--- config.mk ---
export PLATFORM = sky130hd
export DESIGN_NAME = regsel_scoreboard
export DESIGN_NICKNAME = d
export VERILOG_FILES = /design/src/rtl/regsel_scoreboard.sv
export SDC_FILE = /design/constraint.sdc
export NUM_CORES = 1
export LEC_CHECK = 0
export CORE_AREA = 2 2 60 62
export DETAILED_ROUTE_END_ITERATION = 16
export DIE_AREA = 0 0 62 64
export GPL_TIMING_DRIVEN = 0
export PLACE_DENSITY = 0.73
export SKIP_CTS_REPAIR_TIMING = 1
export SLEW_MARGIN = 20
export SYNTH_ARGS = -nofsm -noshare
export SYNTH_HDL_FRONTEND = slang
export SYNTH_SLANG_ARGS = --single-unit
export TNS_END_PERCENT = 30
--- constraint.sdc ---
create_clock -name Clock -period 1.7 [get_ports Clock]
set_input_delay 0.255 -clock Clock [delete_from_list [all_inputs] [get_ports Clock]]
set_output_delay 0.255 -clock Clock [all_outputs]
set_load 0.02 [all_outputs]
--- src/rtl/regsel_scoreboard.sv ---
// regsel_scoreboard: register index decoder with busy scoreboard and stall; define REGSEL_PC_BYPASS_EN to exempt PC_IDX from tracking
module regsel_scoreboard #(
  parameter int ADDR_W = 3,
  parameter int PC_IDX = (1 << ADDR_W) - 1
) (
  input  logic                      Clock,
  input  logic                      Resetn,
  input  logic                      alloc_valid,
  input  logic [ADDR_W-1:0]         alloc_addr,
  output logic                      alloc_ready,
  output logic                      en_valid,
  output logic [0:(1<<ADDR_W)-1]    en_onehot,
  input  logic                      rel_valid,
  input  logic [ADDR_W-1:0]         rel_addr,
  input  logic                      clear,
  output logic [0:(1<<ADDR_W)-1]    busy,
  output logic                      err_rel,
  output logic [7:0]                stall_cnt
);
  localparam int NREG = 1 << ADDR_W;
  localparam logic [ADDR_W-1:0] PC = ADDR_W'(PC_IDX);
`ifdef REGSEL_PC_BYPASS_EN
  localparam bit PC_BYPASS = 1'b1;
`else
  localparam bit PC_BYPASS = 1'b0;
`endif
  logic [0:NREG-1] busy_nxt;
  logic [0:NREG-1] onehot_nxt;
  logic            accept;
  logic            rel_err;
  // a busy register is still allocatable when it is released in the same cycle
  assign alloc_ready = Resetn && !clear && (!busy[alloc_addr] || (rel_valid && rel_addr == alloc_addr));
  assign accept      = alloc_valid && alloc_ready;
  assign rel_err     = rel_valid && !busy[rel_addr] && !(PC_BYPASS && rel_addr == PC);
  // release first, then allocate, so a same-index pair leaves the register busy
  always_comb begin
    busy_nxt = busy;
    if (rel_valid) busy_nxt[rel_addr] = 1'b0;
    if (accept) busy_nxt[alloc_addr] = 1'b1;
    busy_nxt[PC] = busy_nxt[PC] && !PC_BYPASS;
    onehot_nxt = '0;
    onehot_nxt[alloc_addr] = accept;
  end
  // registered enable pulse, scoreboard, sticky error and saturating stall counter
  always_ff @(posedge Clock or negedge Resetn) begin
    if (!Resetn) begin
      en_valid  <= 1'b0;
      en_onehot <= '0;
      busy      <= '0;
      err_rel   <= 1'b0;
      stall_cnt <= 8'd0;
    end else begin
      en_valid  <= accept;
      en_onehot <= onehot_nxt;
      busy      <= clear ? '0 : busy_nxt;
      err_rel   <= !clear && (err_rel || rel_err);
      stall_cnt <= clear ? 8'd0 :
                   (alloc_valid && !alloc_ready && stall_cnt != 8'hFF) ? stall_cnt + 8'd1 : stall_cnt;
    end
  end
endmodule

==> results of run 1 <==
-- worst max-delay path: stages (launching register included) --
cell and delay [ps]:
dfrtp_1 420, mux2i_1 80, o32a_1 320, a32oi_2 270, nor2_4 70, clkbuf_2 160
-- worst paths after layout --
path                                from            to  depth (start not counted)  slack [ps]
max                              busy[4]   alloc_ready                          5        -200
min                        alloc_addr[2]  en_onehot[1]                          2         210
max reg2reg                      busy[4]  stall_cnt[7]                          6        -160
min reg2reg                      err_rel       err_rel                          2         510
max in group asynchronous         Resetn  stall_cnt[0]                          3        1050
min in group asynchronous         Resetn      en_valid                          3         490
-- kinds of logic (layout without fill, tap and decap cells) --
family,Yosys count,count (layout)
adders and majority gates,1,1
and+or+nand+nor,51,51
DFF,26,26
xor gates and xnor gates,9,9
buffers and inverters,11,48
AOI/OAI and AO/OA,24,24
muxes,7,7
-- through the flow --
step | util (%) | area (um^2) | cells | TNS [ps] | setup WS [ps]
finish | 56.8 | 1870 | 212 | -1230 | -204
detailed placement | 53.1 | 1750 | 206 | -11110 | -611
global route | 56.8 | 1870 | 212 | -4050 | -288
floorplan | - | 1380 | 129 | -302 | -188
CTS | 54.7 | 1800 | 210 | -4440 | -569
global placement | 53.3 | 1750 | 206 | -29180 | -1230
-- registers in the layout, indices dropped and copies added (netlist names) --
| signal | cells |
|---|---|
| busy | 8 |
| en_onehot | 8 |
| en_valid | 1 |
| err_rel | 1 |
| stall_cnt | 8 |
-- cell usage after synthesis (2+ instances only) --
cell type / instances / area share (%)
dfrtp_1: 26 / 48
nor2_1: 19 / 5.3
nand2_1: 9 / 2.5
nand2b_1: 8 / 3.7
o21ai_0: 7 / 2.6
o22ai_1: 7 / 3.2
xnor2_1: 7 / 4.5
mux2i_1: 4 / 2.9
buf_2: 3 / 1.1
inv_1: 3 / 0.83
nand3_1: 3 / 1.1
a21oi_1: 2 / 0.74
buf_6: 2 / 1.7
clkbuf_1: 2 / 0.55
mux4_2: 2 / 3.3
nor3_1: 2 / 0.74
nor3b_1: 2 / 1.1
o31ai_1: 2 / 1.1
xor2_1: 2 / 1.3
-- per-layer routing --
metal,vias up,GRT usage (%),wire [um]
met5,-,0,0
met1,527,20.4,1350
met4,0,6.38,47
met2,39,26.7,1490
met3,7,2.63,169
li1,527,-,-
-- power by group --
group	internal, mW	switching (mW)	leakage (nW)
combinational	0.0849	0.113	0.392
sequential	0.632	0.0109	0.358
clock	0.238	0.192	0.0279
-- area by class of cell --
| cell class | instances | area share, % |
|---|---|---|
| Multi-Input combinational cell | 92 | 37.4 |
| Buffer | 8 | 3.22 |
| Sequential cell | 26 | 34.9 |
| Clock buffer | 3 | 1.21 |
| Timing Repair Buffer | 33 | 18.0 |
| Clock inverter | 1 | 1.61 |
| Tap cell | 46 | 3.08 |
| Inverter | 3 | 0.603 |
==> key figures, run 1 <==
STA
  • Final Hold Fails: 0
  • PnR worst setup slack: -204 ps
  • Min Clock Period, post-route: 1900 ps
  • Count of final max-slew check failures: 0
  • Worst-Margin Slew: 446 ps
  • Unrepaired setup endpoints after global routing: yes
  • Fin crit share: 112%
  • Worst Clk Skew: 7.54 ps
  • Max Clock Freq: 525 MHz
  • Setup violation total in the final timing report: 18
  • Final hold slack: 206 ps
  • Rel. slew slack: 70.3%

Clock network
  • Clock sinks: 26
  • Clk pin slew, worst setup/hold paths: 150 ps
  • Bufs on Longest Clock Path: 2
  • Clk_lat worst skew: 330 ps
  • H-tree depth: 1
  • CTS tree: yes
  • Root buffer cell: clkbuf_4
  • CTS Buf Count: 3

Logic synthesis
  • Post-synthesis net count: 141
  • Simple-Gate Fraction of Synth Area: 21.6%
  • Post-synthesis mux area share: 7.10%
  • Main combinational cell family by area after synthesis: simple AND/OR/NAND/NOR gates
  • Synth Instances: 129
  • Seq cells post-synth: 26
  • Synth Area in Compound Gates: 12.0%
  • Adder-cell share of the synthesized area: 0.922%
  • Sequential share of the synthesized area: 47.9%
  • Primary FF master, synth: dfrtp_1
  • Yosys warnings: 0
  • Distinct cell type count after synthesis: 36
  • Post-synthesis xor/xnor area fraction: 5.81%
  • Async SR Flop Fraction: 100%
  • Average size of a mapped cell: 10.5 um^2
  • EDFF count, synth: 0
  • Mapped cell area: 1360 um^2

Power and ir drop
  • Worst IR Drop VDD: 0.000296 V
  • PD cells: 681 nW/um^2
  • Final Total Pwr: 1.27 mW
  • Static Leak: 0.777 nW

Die
  • Core ar.: 3280 um^2
  • Rows: 21
  • Die footprint: 3970 um^2
  • Starting Density: 41.3%
  • Chip height: 64 um
  • Die width: 62 um
  • # IOs: 38

Detailed routing
  • Post-Route WL: 3060 um
  • Vias: 1100
  • Drc violations: 0
  • DR WL/cell: 14.4 um
  • Vias/cell: 5.19
  • Starting DRT DRC Count: 59
  • Drt pass-1 iters: 4
  • Antenna Nets Post-Route: 0

Run
  • Maximum capacitance violations: 0

Layout
  • Commonest non-fill, non-tap cell in the layout: clkdlybuf4s50_1
  • Multi-input logic area: 698 um^2
  • Register area: 652 um^2
  • Inserted Diodes: 0
  • Most frequent cells in the layout: clkdlybuf4s50_1 (27), dfrtp_1 (25), nor2_1 (17)
  • Share of cells above drive strength 1: 18.7%
  • Fill cells: 280
  • Final net count: 179
  • Area grow syn2layout: 37.5%

Global routing
  • Total congestion overflow: 0
  • Vias in the first global route: 1065
  • GRT Total Usage: 16.1%
  • Largest net degree at the start of global routing: 28
  • Initial antenna violation count: 0
  • First-pass GRT wire length: 4830 um

Worst setup path
  • Endpoint class of the critical path: output pin
  • CP startpoint kind: flop
  • Data arrival time of the worst path: 1650 ps
  • Critical path class: reg2out
  • CP max FO: 4
  • Req. time, crit path: 1440 ps

Run status
  • Status: finished, violations left
  • Failing checks: negative setup slack

Worst hold path
  • Worst Hold Class: in2reg

Placed design
  • Port Buffers: 31
  • Placer Congestion: 0.821
  • DP HPWL: 2210 um
(Power assumes the default switching activity.)
==> inputs of run 2 (changes only) <==
--- a/config.mk
+++ b/config.mk
@@ -6,12 +6,13 @@
 export NUM_CORES = 1
 export LEC_CHECK = 0
 export CORE_AREA = 2 2 60 62
+export CTS_CLUSTER_SIZE = 24
 export DETAILED_ROUTE_END_ITERATION = 16
 export DIE_AREA = 0 0 62 64
 export GPL_TIMING_DRIVEN = 0
 export PLACE_DENSITY = 0.73
 export SKIP_CTS_REPAIR_TIMING = 1
-export SLEW_MARGIN = 20
+export SLEW_MARGIN = 10
 export SYNTH_ARGS = -nofsm -noshare
 export SYNTH_HDL_FRONTEND = slang
 export SYNTH_SLANG_ARGS = --single-unit
==> run 2 against run 1 <==
The run still ends with negative setup slack left. Cell count up 1.9%. First-iteration DRC count grew 22%. Maximum frequency about the same. Largest power group unchanged. Highest routed layer unchanged.
==> key figures, run 2 (same netlist as run 1, synthesis figures left out) <==
Worst hold path
  • Min-delay src: alloc_addr[1]
  • WHS Path Cells: 3 (+1)
  • Worst Hold Class: in2reg
  • Hold Path Sink: en_onehot[4]

Worst setup path
  • R2R cell count: 6 (unchanged)
  • Critical path class: reg2out
  • CP max FO: 4 (unchanged)
  • Data arrival time of the worst path: 1650 ps (about the same)
  • Req. time, crit path: 1440 ps (about the same)
  • Endpoint class of the critical path: output pin
  • CP startpoint kind: flop
  • R2R Setup Slk: -180 ps (-20 ps)
  • Worst Setup SP: busy[4]
  • Critical R2R Launch: busy[4]
  • R2r endpoint: stall_cnt[7]

STA
  • Final Hold Fails: 0 (unchanged)
  • Unrepaired setup endpoints after global routing: yes
  • PnR worst setup slack: -202 ps (+1.59 ps)
  • Count of final max-slew check failures: 0 (unchanged)
  • Worst-Margin Slew: 566 ps (+120 ps)
  • Rel. slew slack: 62.2% (-8.0 points)
  • Fin crit share: 112% (about the same)
  • Setup violation total in the final timing report: 19 (+1)
  • Min Clock Period, post-route: 1900 ps (-1.59 ps)
  • Max Clock Freq: 526 MHz (about the same)
  • Setup TNS: -1480 ps (-248 ps)
  • Worst Clk Skew: 1.90 ps (-5.64 ps)

Power and ir drop
  • Worst IR Drop VDD: 0.000301 V (+1.6%)
  • Static Leak: 0.880 nW (+13%)
  • PD cells: 649 nW/um^2 (-4.7%)

Global routing
  • Largest net degree at the start of global routing: 28 (unchanged)
  • GRT Total Usage: 16.4% (+0.24 points)
  • Total congestion overflow: 0 (unchanged)
  • First-pass GRT wire length: 4820 um (-0.14%)
  • Initial antenna violation count: 0 (unchanged)
  • Vias in the first global route: 1067 (+0.19%)

Detailed routing
  • Starting DRT DRC Count: 72 (+22%)
  • Antenna Nets Post-Route: 0 (unchanged)
  • Drt pass-1 iters: 4 (unchanged)
  • Post-Route WL: 3360 um (+9.8%)
  • Vias: 1163 (+5.7%)
  • Drc violations: 0 (unchanged)
  • DR WL/cell: 15.6 um (+7.8%)
  • Vias/cell: 5.38 (+3.8%)

Layout
  • Register area: 652 um^2 (unchanged)
  • Fin util: 61.1% (+4.2 points)
  • Share of cells above drive strength 1: 27.6% (+9.0 points)
  • Most frequent cells in the layout: dfrtp_1 (25), clkdlybuf4s50_1 (23), nor2_1 (16)
  • Area grow syn2layout: 47.7%
  • Multi-input logic area: 792 um^2 (+13%)
  • Inserted Diodes: 0 (unchanged)
  • Final net count: 183 (+2.2%)
  • Commonest non-fill, non-tap cell in the layout: dfrtp_1
  • Fill cells: 263 (-6.1%)
  • Post-Layout Cell Count: 216 (+1.9%)
  • Regs by FF count: busy x8, en_onehot x8, stall_cnt x8

Die
  • Starting Density: 41.3% (unchanged)
  • Rows: 21 (unchanged)
  • # IOs: 38 (unchanged)
  • Die width: 62 um (unchanged)
  • Chip height: 64 um (unchanged)
  • Die footprint: 3970 um^2 (unchanged)
  • Core ar.: 3280 um^2 (unchanged)

Run status
  • Status: finished, violations left
  • Failing checks: negative setup slack

Clock network
  • CTS tree: yes
  • Bufs on Longest Clock Path: 2 (unchanged)
  • Clock sinks: 26 (unchanged)
  • Root buffer cell: clkbuf_4
  • H-tree depth: 1 (unchanged)
  • Clk_lat worst skew: 330 ps (about the same)
  • Clk pin slew, worst setup/hold paths: 150 ps (about the same)
  • CTS Buf Count: 3 (unchanged)

Run
  • Maximum capacitance violations: 0 (unchanged)

Placed design
  • Port Buffers: 31 (unchanged)
  • Inst Count DP: 206 (unchanged)
  • DP HPWL: 2200 um (-0.38%)
  • Placer Congestion: 0.821 (unchanged)
  • Worst slack, placed: -1290 ps (-682 ps)
run 2: worst max-delay path, cell delays in order (launching register included):
cell and delay, ps:
dfrtp_1 430, mux2i_1 100, o32a_1 330, a32oi_4 250
nor2_4 70, buf_6 140
run 2: power by group:
| part | switching, mW | internal [mW] | total, mW |
|---|---|---|---|
| Clock | 0.197 | 0.239 | 0.436 |
| Sequential | 0.0110 | 0.632 | 0.643 |
| Combinational | 0.129 | 0.0950 | 0.224 |
run 2: area by class of cell:
cell class / instances / share of cell area, %
Multi-Input combinational cell: 92 / 39.5
Sequential cell: 26 / 32.5
Timing Repair Buffer: 37 / 19.0
Buffer: 8 / 2.99
Tap cell: 46 / 2.87
Clock inverter: 1 / 1.50
Clock buffer: 3 / 1.12
Inverter: 3 / 0.561
run 2: worst max path at each step:
stage                   end  cells past startpoint
2_1_floorplan  stall_cnt[7]                      7
3_3_place_gp        busy[7]                      5
3_5_place_dp        busy[5]                      5
4_1_cts         alloc_ready                      4
5_1_grt         alloc_ready                      5
6_report        alloc_ready                      5
run 2: metal layers:
layer / share of wire [%] / GRT usage (%)
met5: 0 / 0
met4: 0.89 / 6.65
met3: 6.6 / 4.45
met2: 50 / 26.2
met1: 43 / 20.4
run 2: metrics by stage:
| stage | power, mW | area (um^2) | hold slack, ps |
|---|---|---|---|
| final | 1.30 | 2010 | 243 |
| after global routing | 1.35 | 2010 | 242 |
| after CTS | 1.27 | 1800 | 197 |
| after detailed placement | 0.841 | 1750 | 491 |
| after global placement | 0.838 | 1750 | 498 |
| after floorplan | 0.767 | 1380 | -40.6 |
